`src/rtl/visor_program_ram.sv`:
```
// visor_program_ram: writable program store for the visor core.
// Fetch port: one registered read per cycle.
// Load port: a framed byte stream (header, 16-bit word count, data, checksum) rewrites
// the array. The core is held while a frame is in flight.
module visor_program_ram #(
  parameter int unsigned DATA_WIDTH  = 16,
  parameter int unsigned ADDR_WIDTH  = 8,
  parameter logic [7:0]  HEADER_BYTE = 8'hA5,
  parameter string       INIT_FILE   = ""
) (
  input  logic                  clk,
  input  logic                  reset_n,
  input  logic [ADDR_WIDTH-1:0] fetch_addr,
  output logic [DATA_WIDTH-1:0] fetch_data,
  input  logic [7:0]            load_byte,
  input  logic                  load_valid,
  output logic                  load_ready,
  output logic                  cpu_hold,
  output logic                  load_done,
  output logic                  load_error,
  output logic [ADDR_WIDTH:0]   words_loaded
);

  localparam int unsigned BYTES = DATA_WIDTH / 8;
  localparam int unsigned LW    = (BYTES > 1) ? $clog2(BYTES) : 1;
  localparam int unsigned DEPTH = 1 << ADDR_WIDTH;

  typedef enum logic [2:0] {
    IDLE,
    CNT_LO,
    CNT_HI,
    DATA,
    CHECK,
    RESULT
  } state_t;

  state_t state, state_nxt;

  logic [DATA_WIDTH-1:0] mem [DEPTH];

  logic [15:0]           count;     // word count N of the current frame
  logic [7:0]            sum;       // running modulo-256 checksum
  logic [ADDR_WIDTH:0]   wcount;    // words written so far; low bits are the write address
  logic [LW-1:0]         lane;      // byte position inside the word being assembled
  logic [DATA_WIDTH-1:0] asm_word;  // lower lanes of the word being assembled
  logic                  pass;      // frame outcome, valid in RESULT

  logic                  accept;
  logic                  is_header;
  logic                  last_lane;
  logic                  last_word;
  logic                  oversize;
  logic                  wr_en;
  logic [7:0]            sum_nxt;
  logic [DATA_WIDTH-1:0] word_nxt;

  assign accept    = load_valid && load_ready;
  assign is_header = (load_byte == HEADER_BYTE);
  assign last_lane = (lane == LW'(BYTES - 1));
  assign last_word = ((17'(wcount) + 17'd1) == {1'b0, count});
  assign oversize  = ({1'b0, load_byte, count[7:0]} > 17'(DEPTH));
  assign wr_en     = (state == DATA) && accept && last_lane;
  assign sum_nxt   = sum + load_byte;

  // Merge the incoming byte into its lane so the final byte can be written with its word.
  always_comb begin
    word_nxt = asm_word;
    for (int unsigned i = 0; i < BYTES; i++) begin
      if (lane == LW'(i)) word_nxt[i*8 +: 8] = load_byte;
    end
  end

  // Program array write port (no reset: contents survive reset).
  always_ff @(posedge clk) begin
    if (wr_en) mem[wcount[ADDR_WIDTH-1:0]] <= word_nxt;
  end

  // Registered fetch; a same-cycle write to the same address returns the old word.
  always_ff @(posedge clk or negedge reset_n) begin
    if (!reset_n) fetch_data <= '0;
    else          fetch_data <= mem[fetch_addr];
  end

  // Loader state register.
  always_ff @(posedge clk or negedge reset_n) begin
    if (!reset_n) state <= IDLE;
    else          state <= state_nxt;
  end

  // Loader next-state: frame parsing; stalls whenever no byte is accepted.
  always_comb begin
    state_nxt = state;
    unique case (state)
      IDLE:    if (accept && is_header) state_nxt = CNT_LO;
      CNT_LO:  if (accept) state_nxt = CNT_HI;
      CNT_HI: begin
        if (accept) begin
          if (oversize)                              state_nxt = RESULT;
          else if ({load_byte, count[7:0]} == 16'd0) state_nxt = CHECK;
          else                                       state_nxt = DATA;
        end
      end
      DATA:    if (accept && last_lane && last_word) state_nxt = CHECK;
      CHECK:   if (accept) state_nxt = RESULT;
      RESULT:  state_nxt = IDLE;
      default: state_nxt = IDLE;
    endcase
  end

  // Loader outputs decoded from the state; RESULT is the single handshake-blocked cycle.
  always_comb begin
    load_ready = (state != RESULT);
    cpu_hold   = (state != IDLE);
    load_done  = (state == RESULT) && pass;
    load_error = (state == RESULT) && !pass;
  end

  // Loader datapath: count capture, checksum, word assembly and result latch.
  always_ff @(posedge clk or negedge reset_n) begin
    if (!reset_n) begin
      count        <= '0;
      sum          <= '0;
      wcount       <= '0;
      lane         <= '0;
      asm_word     <= '0;
      pass         <= 1'b0;
      words_loaded <= '0;
    end else begin
      unique case (state)
        IDLE: begin
          if (accept && is_header) sum <= '0;
        end
        CNT_LO: begin
          if (accept) begin
            count[7:0] <= load_byte;
            sum        <= sum_nxt;
          end
        end
        CNT_HI: begin
          if (accept) begin
            count[15:8] <= load_byte;
            sum         <= sum_nxt;
            wcount      <= '0;
            lane        <= '0;
            // An oversize count goes straight to RESULT and must report failure.
            pass        <= 1'b0;
          end
        end
        DATA: begin
          if (accept) begin
            sum      <= sum_nxt;
            asm_word <= word_nxt;
            if (last_lane) begin
              lane   <= '0;
              wcount <= wcount + (ADDR_WIDTH+1)'(1);
            end else begin
              lane   <= lane + LW'(1);
            end
          end
        end
        CHECK: begin
          if (accept) begin
            sum  <= sum_nxt;
            pass <= (sum_nxt == 8'h00);
          end
        end
        RESULT: begin
          if (pass) words_loaded <= (ADDR_WIDTH+1)'(count);
        end
        default: ;
      endcase
    end
  end

endmodule
```
`config.mk`:
```
export PLATFORM = sky130hd
export DESIGN_NAME = visor_program_ram
export DESIGN_NICKNAME = d
export VERILOG_FILES = /design/src/rtl/visor_program_ram.sv
export SDC_FILE = /design/constraint.sdc
export NUM_CORES = 2
export LEC_CHECK = 0
export ABC_CLOCK_PERIOD_IN_PS = 8050
export BUFFER_PORTS_ARGS = -buffer_cell sky130_fd_sc_hd__clkbuf_2
export CAP_MARGIN = 20
export CORE_AREA = 4 4 571 573
export CTS_BUF_LIST = sky130_fd_sc_hd__clkbuf_4
export CTS_CLUSTER_DIAMETER = 150
export DETAILED_ROUTE_END_ITERATION = 6
export DIE_AREA = 0 0 575 577
export PLACE_DENSITY = 0.73
export SYNTH_ARGS = -nofsm -noshare
export SYNTH_HDL_FRONTEND = slang
export SYNTH_SLANG_ARGS = --single-unit
```
`constraint.sdc`:
```
create_clock -name clk -period 8.05 [get_ports clk]
set_clock_uncertainty 0.15 [all_clocks]
set_input_delay 1.2075 -clock clk [delete_from_list [all_inputs] [get_ports clk]]
set_output_delay 1.2075 -clock clk [all_outputs]
set_load 0.01 [all_outputs]
```
Word-level counts from Yosys, hierarchy flattened
Memory sizes are Yosys's and may differ from the RTL's. A register that Yosys moved wholly into a read port is not among the register bits.
Index checks and enable logic that the tools add are counted.

word-level totals
  logic and storage cells = 83
  memories = 1
  register bits = 63
  output and inout bits = 29
  bits in writable memories = 4096

memory list
  memory  words  bits a word  read ports  clocked after memory_dff  write ports  line  source
  mem     256    16           1           1                         1            39    logic [DATA_WIDTH-1:0] mem [DEPTH];

operators by class
  equal/unequal tests = 16
  add/subtract/negate cells = 4
  multiplexer cells = 25
  reduce and logical (&&, ||, !) cells = 27
  $lt $le $gt $ge = 1

operator list
  cell                                                  number
  2-to-1 mux 8 bit                                      4
  2-to-1 mux 9 bit                                      3
  2-to-1 mux 3 bit                                      7
  one-hot mux 9 bit (2 select lines)                    1
  == test 10 x 16 -> 1 bit                              1
  > comparator 16 x 9 -> 1 bit (second input constant)  1
  zero test 16 bit                                      1
  one-hot mux 8 bit (2 select lines)                    1
  one-hot mux 3 bit (5 select lines)                    1
  != test 2 bit (second input constant)                 6
  adder 9 x 1 -> 10 bit (second input constant)         1
  adder 9 x 1 -> 9 bit (second input constant)          1
  AND reduction 3 bit                                   3
  adder 8 bit                                           1
  == test 8 bit (second input constant)                 1
  logical AND 1 bit                                     8
  zero test 8 bit                                       1
  AND reduction 2 bit                                   4
  == test 3 x 2 -> 1 bit (second input constant)        2
  == test 3 bit (second input constant)                 2
  2-to-1 mux 1 bit                                      6
  nonzero test 2 bit                                    3
  AND reduction 5 bit                                   1
  != test 2 x 1 -> 1 bit (second input constant)        2
  other kinds (9)                                       11

Depth between registers and ports, before layout
  depth in word-level cells = 6
  mapped depth = 12
  gate-level depth less buffers = 8

Least setup slack after synthesis
OpenSTA, ideal clock, no wires.

  path type = input port to flip-flop
  start = in load_valid
  end = mem mem[63][0] (enable)
  data arrival time = 3.633 ns
  required time = 7.470 ns
  stages = 4
  path slack = 3.837 ns
  path buffers = 2
  path through = clkbuf_1 nand4_1 clkbuf_1 nor4_1

on the way
  word-level cells in the longest chain between the ends = 5

ends and longest elaborated chain
  element                                 line  source
  start: declaration                      16    input logic load_valid,
  logical AND 1 bit                       57    assign accept = load_valid && load_ready;
  logical AND 1 bit (2 in series)         62    assign wr_en = (state == DATA) && accept && last_lane;
  2-to-1 mux 1 bit                        75    if (wr_en) mem[wcount[ADDR_WIDTH-1:0]] <= word_nxt;
  2-to-1 mux 1 bit (implied by the code)  75
  end: declaration                        39

No other way between the ends.

Final worst setup path
  start = reg state[2]
  end = mem mem[199][5] (enable)

on the way
  word-level cells in the longest chain between the ends = 6
  elaborated cells on any way between the ends = 7

ends and longest elaborated chain
  element                                   line  source
  start: declaration                        37    state_t state, state_nxt;
  start signal: assignment                  87    else state <= state_nxt;
  != test 3 bit                             112   load_ready = (state != RESULT);
  logical AND 1 bit                         57
  logical AND 1 bit * (2 in series)         62
  2-to-1 mux 1 bit *                        75
  2-to-1 mux 1 bit (implied by the code) *  75

Every way passes the cells marked *; elsewhere a longest branch is shown, timed or not.

==> impl_metrics.sql <==
INSERT INTO impl_metrics (metric_group, metric, value, unit) VALUES
('status', 'run_status', 'finished clean', ''),
('synthesis', 'seq_area_frac_synth', '78.11', '%'),
('run', 'timing.max_cap.violations', '0', ''),
('floorplan', 'num_io_pins', '48', ''),
('setup_path', 'cp-end-kind', 'register', ''),
('synthesis', 'avgSynthCellArea', '21.44', 'sq um'),
('sta', 'maxSlewHeadroom', '12.62', '%'),
('synthesis', 'synth-edff-count', '4096', ''),
('clocking', 'clk_transition_reported_paths', '0.07', 'ns'),
('floorplan', 'fp.dieArea', '331800', 'sq um'),
('final_layout', 'layout-area-overhead-vs-synth', '11.80', '%'),
('drt', 'routed-via-count', '83050', ''),
('power_and_ir_drop', 'max-vdd-ir-drop', '0.4920', 'mV'),
('final_layout', 'post_layout_nonfiller_instances', '13460', ''),
('drt', 'avgRoutedWirePerCell', '29.73', 'um'),
('floorplan', 'fp.coreArea', '320600', 'sq um'),
('synthesis', 'async_reset_ff_share', '1.892', '%'),
('final_layout', 'layout.cells.most_common', 'edfxtp_1', ''),
('clocking', 'clock_network_latency_to_the_later_pin_of_the_worst_skew_pair', '1.46', 'ns'),
('final_layout', 'fill_cells', '23590', ''),
('clocking', 'numCtsBuffers', '944', ''),
('synthesis', 'synthCells', '7464', ''),
('global_routing', 'gr-total-overflow', '0', ''),
('clocking', 'max-clock-path-buffers', '4', ''),
('sta', 'setup-violations-final', '0', ''),
('sta', 'timing.final.hold_violations', '0', ''),
('setup_path', 'crit_path_cell_chain', 'and2b_1 > nand3_1 > nor2_1 > and3_1 > nand2_1 > nor2_2', ''),
('drt', 'drt_iter0_markers', '11940', ''),
('clocking', 'cts.htree.levels', '6', ''),
('synthesis', 'post_synth_net_total', '7495', ''),
('drt', 'drt_pre_antenna_iters', '5', ''),
('power_and_ir_drop', 'static-leakage-power', '58.27', 'nW'),
('floorplan', 'fp-row-count', '208', ''),
('drt', 'antenna_left', '0', ''),
('global_routing', 'grt_first_pass_wirelength', '580.4', 'mm'),
('setup_path', 'arrival', '5.94', 'ns'),
('place', 'placedCellCount', '11730', ''),
('drt', 'post-route-drc-count', '0', ''),
('synthesis', 'synth.lib_cells_used.distinct', '70', ''),
('global_routing', 'first_global_vias', '83690', ''),
('sta', 'tightestPinTransition', '1.311', 'ns'),
('floorplan', 'initial_utilization', '49.90', '%'),
('power_and_ir_drop', 'pwr_density_cell', '270.1', 'nW/um^2'),
('clocking', 'clock_sinks', '4175', ''),
('floorplan', 'die_height', '577', 'um'),
('final_layout', 'final_cell_mix', 'edfxtp_1 (4,096), clkbuf_4 (1,388), mux4_2 (797)', ''),
('clocking', 'clockRootBuffer', 'clkbuf_4', ''),
('min_path', 'hold_path.class', 'register to register', ''),
('global_routing', 'grt_max_degree', '185', ''),
('place', 'port-buffer-count', '47', ''),
('global_routing', 'number_of_antenna_violations_at_the_first_check_in_global_routing', '22', ''),
('setup_path', 'crit_path_start_kind', 'register', ''),
('setup_path', 'critPathKind', 'register to register', ''),
('power_and_ir_drop', 'power', '48.31', 'mW'),
('setup_path', 'worst_path_largest_cell_delay', '1.00', 'ns'),
('global_routing', 'groute.usage.overall', '23.90', '%'),
('synthesis', 'synth_seq_cells', '4175', ''),
('synthesis', 'synth-warning-count', '0', ''),
('setup_path', 'slowest_stage', 'nor2_2', ''),
('final_layout', 'drive_above_1_share', '30.75', '%'),
('synthesis', 'synth_ff_type', 'edfxtp_1', ''),
('drt', 'vias_per_cell', '6.173', ''),
('place', 'post-dp-hpwl', '232.0', 'mm'),
('sta', 'fmaxAchievable', '0.1971', 'GHz'),
('synthesis', 'synth_area', '160000', 'sq um'),
('sta', 'final.setup.tns', '0', 'ns'),
('drt', 'finalWirelength', '400.0', 'mm'),
('sta', 'drv_slew', '0', ''),
('sta', 'timing.final.crit_period', '5.075', 'ns'),
('sta', 'whs', '0.3284', 'ns'),
('clocking', 'cts_tree', 'built', ''),
('final_layout', 'design.final.nets', '8425', ''),
('place', 'gp_routability_congestion', '0.8583', ''),
('setup_path', 'critical_path_required', '8.91', 'ns'),
('clocking', 'cts_repair_resize_count', '0', ''),
('sta', 'final_min_period_over_clock_period', '63.04', '%'),
('floorplan', 'chipWidth', '575', 'um'),
('setup_path', 'critical_path_peak_fanout', '17', ''),
('sta', 'unrepaired_setup_endpoints_after_global_routing', 'false', '');
-- critical path: cells and delay by family, from the launching register on --
family           cells  cell delay [ns]
DFF                  1             0.52
and+or+nand+nor      6             3.91
-- area by class of cell --
| class | instances | area, sq um | share of cell area (%) |
|---|---|---|---|
| clock buffers | 1388 | 10420 | 5.825 |
| diodes | 13 | 32.53 | 0.01819 |
| inverters | 11 | 41.29 | 0.02308 |
| well taps | 4305 | 5386 | 3.011 |
| clock inverters | 301 | 1593 | 0.8904 |
| repair buffers | 433 | 3566 | 1.993 |
| multi-input cells | 2829 | 32870 | 18.37 |
| flip-flops and latches | 4175 | 125000 | 69.87 |
-- Yosys cell counts (8+ instances only) --
library cell / instances / area (sq um)
nor2b_1: 13 / 81.33
nor3_1: 98 / 490.5
inv_1: 9 / 33.78
nor2_1: 287 / 1077
edfxtp_1: 4096 / 123000
clkbuf_1: 204 / 765.7
a22o_1: 118 / 1033
buf_4: 71 / 533.0
buf_8: 8 / 120.1
mux2_2: 53 / 596.8
ha_1: 11 / 137.6
nand3_1: 12 / 60.06
a221oi_1: 59 / 516.8
buf_2: 84 / 420.4
buf_1: 28 / 105.1
mux2i_1: 469 / 4695
mux4_2: 797 / 17950
dfrtp_1: 79 / 1977
nand2_1: 91 / 341.6
o21ai_0: 23 / 115.1
xnor2_1: 15 / 131.4
a22oi_1: 176 / 1321
o211ai_1: 18 / 135.1
nand4_1: 21 / 131.4
a21oi_1: 117 / 585.6
nor4_1: 80 / 500.5
o31ai_1: 10 / 75.07
o22ai_1: 273 / 1708
buf_6: 49 / 551.8
-- metal layers --
metal	up-vias	track usage, %	part of all wire [%]
met5	-	0	0.025
met2	5447	36.45	47
met3	717	6.168	12
li1	34040	-	-
met1	42830	33.22	37
met4	14	9.771	3.9
-- logic make-up after synthesis --
kind of cell               synth area share [%]
AOI/OAI and AO/OA                         3.593
xor gates and xnor gates                 0.1150
adders and majority gates                0.1048
buffers and inverters                     1.631
DFF                                       78.11
muxes                                     14.53
and+or+nand+nor                           1.919
-- state kept, by name, summed over array words and instances (netlist names) --
name,cells
lane,1
count,16
asm_word,16
state,3
words_loaded,9
sum,8
fetch_data,16
pass,1
mem,4096
wcount,9
-- report_power, final --
part	internal, mW	switching [mW]
sequential	26.6	0.166
combinational	1.06	4.23
clock	8.27	8.01
total	35.9	12.4
-- per-stage QoR --
stage	area (sq um)	utilization, %	worst slack [ns]
floorplan	160000	-	3.837
finish	178900	55.79	2.975
CTS	178700	55.74	2.977
global route	178900	55.78	2.813
global placement	166500	51.93	1.983
detailed placement	166600	51.95	2.235
-- worst paths after layout --
kind / startpoint / to / slack (ns) / depth (start not counted)
setup / recovery: state[2] / mem[199][5] / 2.98 / 6
hold / removal: words_loaded[7] / words_loaded[7] / 0.33 / 2
min in group asynchronous: reset_n / asm_word[13] / 0.67 / 4
max in group asynchronous: reset_n / words_loaded[2] / 6.21 / 4
setup reg to reg: state[2] / mem[199][5] / 2.98 / 6
hold reg to reg: words_loaded[7] / words_loaded[7] / 0.33 / 2
-- what timing repair did --
action / in CTS / in global routing
hold endpoints to repair: 47 / 0
setup endpoints to repair: 0 / 0
hold buffers: 12 / 0
setup buffers: 0 / 0
(Power assumes the default switching activity.)
